**src/rtl/sipo_deserializer.sv**
```systemverilog
// sipo_deserializer: serial-in, parallel-out receiver.
// Collects WIDTH bits (one per bit_valid edge) into a shift register and hands
// the finished word to a one-word holding register with a valid/ready
// handshake, so shifting can continue while a word waits for the consumer.
// Optional feature macro: SIPO_PARITY_CHECK_EN. When defined, each word is
// followed by one even-parity bit and a parity_err output flags bad words.
// Reset is asynchronous and active-high.
module sipo_deserializer #(
  parameter int WIDTH     = 4,  // data bits per word, must be >= 2
  parameter bit LSB_FIRST = 1   // 1: first bit lands in dout[0]
) (
  input  logic             clk,
  input  logic             reset,
  input  logic             bit_valid,
  input  logic             sin,
  input  logic             abort,
  output logic [WIDTH-1:0] dout,
  output logic             dout_valid,
  input  logic             dout_ready,
  output logic             busy,
  output logic             overrun,
  input  logic             clr_overrun
`ifdef SIPO_PARITY_CHECK_EN
  ,
  output logic             parity_err
`endif
);

  // Counter is wide enough to hold WIDTH itself.
  localparam int CW = $clog2(WIDTH + 1);
  localparam logic [CW-1:0] LAST_CNT = CW'(WIDTH - 1);
  localparam logic [CW-1:0] ONE_CNT  = CW'(1);
`ifdef SIPO_PARITY_CHECK_EN
  localparam logic [CW-1:0] FULL_CNT = CW'(WIDTH);
`endif

  // Two-bit encoding so the parity build can add its extra state.
  typedef enum logic [1:0] {
    IDLE   = 2'd0,
    SHIFT  = 2'd1,
    PARITY = 2'd2
  } state_t;

  state_t           state_q, state_d;
  logic [CW-1:0]    cnt_q, cnt_d;
  logic [WIDTH-1:0] shift_q, shift_d;
  logic [WIDTH-1:0] dout_q, dout_d;
  logic             dout_valid_q, dout_valid_d;
  logic             overrun_q, overrun_d;
`ifdef SIPO_PARITY_CHECK_EN
  logic             parity_err_q, parity_err_d;
`endif

  // Shift register contents after accepting sin this edge.
  logic [WIDTH-1:0] shift_in;
  // Word completion event and the word it delivers.
  logic             complete;
  logic [WIDTH-1:0] word_done;
  logic             word_perr;
  // Holding register handshake terms.
  logic             consume;
  logic             hold_free;

  // Per-bit shift network: right shift (new bit at MSB) for LSB-first,
  // left shift (new bit at LSB) for MSB-first.
  genvar gi;
  generate
    for (gi = 0; gi < WIDTH; gi++) begin : g_shift
      if (LSB_FIRST) begin : g_right
        if (gi == WIDTH - 1) begin : g_entry
          assign shift_in[gi] = sin;
        end else begin : g_pass
          assign shift_in[gi] = shift_q[gi+1];
        end
      end else begin : g_left
        if (gi == 0) begin : g_entry
          assign shift_in[gi] = sin;
        end else begin : g_pass
          assign shift_in[gi] = shift_q[gi-1];
        end
      end
    end
  endgenerate

  // Receive FSM: next state, bit counter, shift register and COMPLETE event.
  always_comb begin
    state_d   = state_q;
    cnt_d     = cnt_q;
    shift_d   = shift_q;
    complete  = 1'b0;
    word_done = shift_q;
    word_perr = 1'b0;
    if (abort) begin
      // Abort outranks a bit arriving on the same edge.
      state_d = IDLE;
      cnt_d   = '0;
      shift_d = '0;
    end else if (bit_valid) begin
      unique case (state_q)
        IDLE: begin
          shift_d = shift_in;
          cnt_d   = ONE_CNT;
          state_d = SHIFT;
        end
        SHIFT: begin
          shift_d = shift_in;
          if (cnt_q == LAST_CNT) begin
`ifdef SIPO_PARITY_CHECK_EN
            // All data bits in; the next bit is the parity bit.
            cnt_d   = FULL_CNT;
            state_d = PARITY;
`else
            complete  = 1'b1;
            word_done = shift_in;
            cnt_d     = '0;
            state_d   = IDLE;
`endif
          end else begin
            cnt_d = cnt_q + ONE_CNT;
          end
        end
`ifdef SIPO_PARITY_CHECK_EN
        PARITY: begin
          // Even parity: data bits plus parity bit must XOR to zero.
          complete  = 1'b1;
          word_done = shift_q;
          word_perr = ^{shift_q, sin};
          cnt_d     = '0;
          state_d   = IDLE;
        end
`endif
        default: begin
          state_d = IDLE;
          cnt_d   = '0;
          shift_d = '0;
        end
      endcase
    end
  end

  // Holding register: load on COMPLETE when free, clear valid on consume,
  // flag a dropped word as a sticky overrun (set beats clear).
  always_comb begin
    consume      = dout_valid_q && dout_ready;
    hold_free    = !dout_valid_q || dout_ready;
    dout_d       = dout_q;
    dout_valid_d = dout_valid_q;
    overrun_d    = overrun_q;
`ifdef SIPO_PARITY_CHECK_EN
    parity_err_d = parity_err_q;
`endif
    if (complete && hold_free) begin
      dout_d       = word_done;
      dout_valid_d = 1'b1;
`ifdef SIPO_PARITY_CHECK_EN
      parity_err_d = word_perr;
`endif
    end else if (consume) begin
      dout_valid_d = 1'b0;
`ifdef SIPO_PARITY_CHECK_EN
      parity_err_d = 1'b0;
`endif
    end
    if (complete && !hold_free) begin
      overrun_d = 1'b1;
    end else if (clr_overrun) begin
      overrun_d = 1'b0;
    end
  end

  // State registers with asynchronous reset.
  always_ff @(posedge clk or posedge reset) begin
    if (reset) begin
      state_q      <= IDLE;
      cnt_q        <= '0;
      shift_q      <= '0;
      dout_q       <= '0;
      dout_valid_q <= 1'b0;
      overrun_q    <= 1'b0;
`ifdef SIPO_PARITY_CHECK_EN
      parity_err_q <= 1'b0;
`endif
    end else begin
      state_q      <= state_d;
      cnt_q        <= cnt_d;
      shift_q      <= shift_d;
      dout_q       <= dout_d;
      dout_valid_q <= dout_valid_d;
      overrun_q    <= overrun_d;
`ifdef SIPO_PARITY_CHECK_EN
      parity_err_q <= parity_err_d;
`endif
    end
  end

  assign dout       = dout_q;
  assign dout_valid = dout_valid_q;
  assign overrun    = overrun_q;
  assign busy       = (state_q == SHIFT);
`ifdef SIPO_PARITY_CHECK_EN
  assign parity_err = parity_err_q;
`endif

  // word_perr only feeds the parity build.
  logic unused_ok;
  assign unused_ok = word_perr;

endmodule

```
**config.mk**
```make
export PLATFORM = sky130hd
export DESIGN_NAME = sipo_deserializer
export DESIGN_NICKNAME = d
export VERILOG_FILES = /design/src/rtl/sipo_deserializer.sv
export SDC_FILE = /design/constraint.sdc
export NUM_CORES = 1
export LEC_CHECK = 0
export CAP_MARGIN = 20
export CORE_UTILIZATION = 41
export DETAILED_ROUTE_END_ITERATION = 7
export MAX_ROUTING_LAYER = met4
export PLACE_DENSITY = 0.71
export RECOVER_POWER = 50
export SLEW_MARGIN = 30
export SYNTH_ARGS = -nofsm -noshare
export SYNTH_HDL_FRONTEND = slang
export SYNTH_SLANG_ARGS = --single-unit
export TNS_END_PERCENT = 100
```
**constraint.sdc**
```tcl
create_clock -name clk -period 1.5 [get_ports clk]
set_input_delay 0.3 -clock clk [delete_from_list [all_inputs] [get_ports clk]]
set_output_delay 0.3 -clock clk [all_outputs]
set_load 0.02 [all_outputs]
```
# Yosys cells after proc, flatten, opt, wreduce, memory -nomap -nowiden
# Index checks and enable logic that the tools add are counted.
# op_classes
add_sub_neg	1
n_eq_ne	3
muxes	23
reduce_logical	12
# ops
operator	count
2-to-1 mux 4 bit	7
2-to-1 mux 3 bit	3
2-to-1 mux 1 bit	8
2-to-1 mux 2 bit	3
case mux 3 bit (2 select lines)	1
nonzero test 2 bit	3
case mux 2 bit (2 select lines)	1
adder 3 x 1 -> 3 bit, second input constant	1
equality test 3 x 2 -> 1 bit, second input constant	1
logical AND 1 bit	3
inequality test 3 x 2 -> 1 bit, second input constant	1
equality test 2 x 1 -> 1 bit, second input constant	1
zero test 1 bit	2
zero test 2 bit	1
AND reduction 2 bit	1
OR reduction 2 bit	1
logical OR 1 bit	1
# totals
ff_bits	15
output_inout_bits	7

# Depth between registers and ports, before layout
# depth
ltp_word	7
mapped_depth	4
ltp_nobuf	4

# Least setup slack after synthesis
# OpenSTA, ideal clock, no wires.
# synth_path
path_kind	register -> register
start	register cnt_q[0]
end	register dout_q[3], in the netlist dout[3]
arrival_time_ns	1.305
required_ns	1.375
setup_slack_ns	0.070
path_stages_with_launch	5
path_buffers	0
path_cell_list	dfrtp_1 ha_1 nand2b_2 nor4b_4 mux2_2
# synth_between
elab_chain_cells	6
# synth_lines
element	line_no	source
start, declared	45	logic [CW-1:0] cnt_q, cnt_d;
start signal, assigned	185	cnt_q <= cnt_d;
equality test 3 x 2 -> 1 bit (*)	107	if (cnt_q == LAST_CNT) begin
2-to-1 mux 1 bit	107	
2-to-1 mux 1 bit	99	unique case (state_q)
2-to-1 mux 1 bit	98	end else if (bit_valid) begin
2-to-1 mux 1 bit	93	if (abort) begin
logical AND 1 bit	152	if (complete && hold_free) begin
end signal, assigned	187	dout_q <= dout_d;
end, declared	47	logic [WIDTH-1:0] dout_q, dout_d;
# Every way passes the cells marked *; elsewhere a longest branch is shown, timed or not.
# A chain may end at the register's enable or synchronous reset.

# Worst setup path after layout
# layout_path
start	register cnt_q[1]
end	register dout_q[1], in the netlist dout[1]
# The elaborated chain is that of the path after synthesis.

==> results.txt <==
Die area - 1550 um^2
Placed cell areas - 753 um^2
Inserted Diodes - 0
Power per standard cell area - 791 nW/um^2
Clk slew on worst S/H paths - 0.08 ns
Io pins - 14
Comb power frac - 11.2%
Reg-to-reg slack, setup - 0.02 ns
Critical path startpoint - cnt_q[1]$_DFFE_PP0P_
P_int - 501 uW
Setup Viol. Count Final - 0
CP Max Fanout - 4
MaxCap Viol Count - 0
Die W - 39.3 um
Gate Count Post-Synth - 46
Mean area per synthesized cell - 12.4 um^2
Largest cells by area after synthesis - dfrtp_1 (57%), mux2_2 (7.9%), mux2i_1 (7.0%), nor4b_4 (4.2%), nor2_1 (3.9%)
Clk buf depth - 2
Crit-path slowest cell - dfrtp_1
Cell taking the most area after synthesis - dfrtp_1
CP cell instances - ha_4 -> nand2b_4 -> nor4b_4 -> buf_4 -> mux2_4
Setup crit end kind - flip-flop
Filler Cell Count - 110
HP Class - primary input to asynchronous set/reset pin
Post-route minimum period - 1.48 ns
Largest net degree at the start of global routing - 14
Post-Syn Nets - 54
Switching power - 153 uW
Clock Skews - 0.00567 ns
Vias post-DR - 420
Clk sinks - 13
Layout cells sized above 1 - 28.6%
Wire per inst - 13.4 um
Clock network power share - 32.4%
Max VDD drop - 0.645 mV
Register area share after synthesis - 56.9%
Status - complete, no violations
RSZ-0062 raised after global routing - yes
Count of distinct cell types in the synthesized netlist - 20
Normalized max-slew margin - 66.9%
Cell area after synthesis - 572 um^2
Worst-Skew Late Latency - 0.27 ns
Drt first pass iters - 3
Area of the multi-input gates - 255 um^2
Initial core utilization - 43.9%
Gpl congestion - 0.726
Initial antenna violation count - 0
Total track usage - 19.4%
Row cnt - 13
CP Launch Type - flip-flop
#FFs+latches synth - 13
Core Footprint - 1300 um^2
WP data arrival - 1.63 ns
F_max - 0.677 GHz
DRC Markers - 0
First-pass GRT wire length - 1910 um
Final Max Slew Viols - 0
Nets - 79
Seq pwr share - 56.3%
1st-iter DRT viols - 2
Top-area cell type share of the netlist area - 56.9%
Net Sw Frac - 23.4%
GRT overflow - 0
Leak - 0.000432 uW
Drt total wl - 1140 um
Post-synth EDFFs - 0
Max incr delay on CP - 0.40 ns
CP top delay family - flip-flops
Port Buffers - 13
Area Overhead vs Synth - 44.4%
Worst r2r path cells - 5
Final ANT Viol Nets - 0
Fin crit share - 98.5%
WP buf/inv - 1
Reg area - 325 um^2
DR vias/cell - 4.94
Fin. Hold Viols - 0
Critical path start-end classification - flip-flop to flip-flop
Detailed Place HPWL - 759 um
Predominant post-synthesis flop cell - dfrtp_1
Crit Reg-Reg Endpoint - dout[1]$_DFFE_PP0P_
Post-route cell area - 826 um^2
CTS Buf Count - 3
Required @ worst endpoint - 1.65 ns
Worst slew pin tran - 0.496 ns
Post-synthesis async set-or-reset flop share - 100%
Yosys warnings - 0
TritonCTS clock tree - yes
Clk root buf - clkbuf_4
H-tree Lvls - 1
Post-Route Utilization - 63.5%
Die height - 39.3 um
RR Startpoint - cnt_q[1]$_DFFE_PP0P_
Vias in the first global route - 454
-- power groups by stage --
stage                     clock network [uW]  registers, uW  logic (uW)
after floorplan                            0            376        33.1
after global placement                     0            373        71.0
after detailed placement                   0            374        72.5
after CTS                                217            367        70.7
after global routing                     238            369        81.4
final                                    212            368        73.4
-- cell type report --
class	count	share of cell area, %
flip-flops and latches	13	39.4
multi-input cells	28	30.9
repair buffers	22	22.9
clock buffers	4	3.18
well taps	15	2.27
inverters	3	1.36
-- Yosys cell counts, drive strengths merged, types with 2 or more instances --
cell	instances
mux2i	4
nand2b	3
nand2	2
buf	2
nor2	6
inv	3
dfrtp	13
mux2	4
-- metrics by stage --
step                      hold slack (ns)  TNS (ns)  cells  worst slack (ns)  total power (uW)
after global routing                0.530    -0.195     85           -0.0536               689
after CTS                           0.372         0     83            0.0238               654
after floorplan                     0.177         0     46            0.0698               409
final                               0.488         0     85            0.0228               653
after global placement              0.497    -0.959     78            -0.227               444
after detailed placement            0.497     -1.09     78            -0.255               446
-- flip-flops by register name (all words and copies together) (netlist names) --
signal and cells:
dout 4, cnt_q 3, shift_q 3, dout_valid 1, overrun 1, state_q 1
-- worst register-to-register path: stages (launching register included) --
cell	delay, ns
dfrtp_1	0.40
ha_4	0.17
nand2b_4	0.06
nor4b_4	0.24
buf_4	0.19
mux2_4	0.30
-- cell families after synthesis --
kind of cell,after synthesis,share of synthesized area [%]
AOI/OAI and AO/OA,3,2.84
and+or+nand+nor,16,19.0
adders and majority gates,1,2.19
DFF,13,56.9
muxes,8,14.9
buffers and inverters,5,4.16
-- placed cells by master (no fill, tap or decap), drive strengths merged --
cell type	n
nor3	1
nand2	2
mux2	4
nand4	1
o22ai	1
dlygate4sd2	7
mux2i	4
a21oi	1
nor4b	1
inv	3
nand2b	3
o21ai	1
ha	1
dlygate4sd3	1
or3	1
dfrtp	13
clkbuf	4
nor2	6
buf	9
clkdlybuf4s50	5
and3b	1
-- worst max-delay path by stage --
stage                          endpoint  cells past startpoint
global placement    dout[1]$_DFFE_PP0P_                      4
global route        dout[0]$_DFFE_PP0P_                      5
detailed placement  dout[0]$_DFFE_PP0P_                      4
CTS                 dout[1]$_DFFE_PP0P_                      5
finish              dout[1]$_DFFE_PP0P_                      5
floorplan           dout[3]$_DFFE_PP0P_                      4
-- routing by layer --
layer | track usage [%] | vias to the layer above | part of all wire, %
met1 | 21.2 | 203 | 45
met3 | 3.41 | 2 | 4.2
met4 | 7.76 | 0 | 0.35
li1 | - | 203 | -
met2 | 34.6 | 12 | 50
met5 | - | - | 0
-- timing repair --
item	4_1_cts	5_1_grt
resized for setup	8	6
setup endpoints to repair	11	4
buffers inserted	1	2
hold buffers	0	0
pin swaps	1	2
Power figures use the tool's default switching activity.
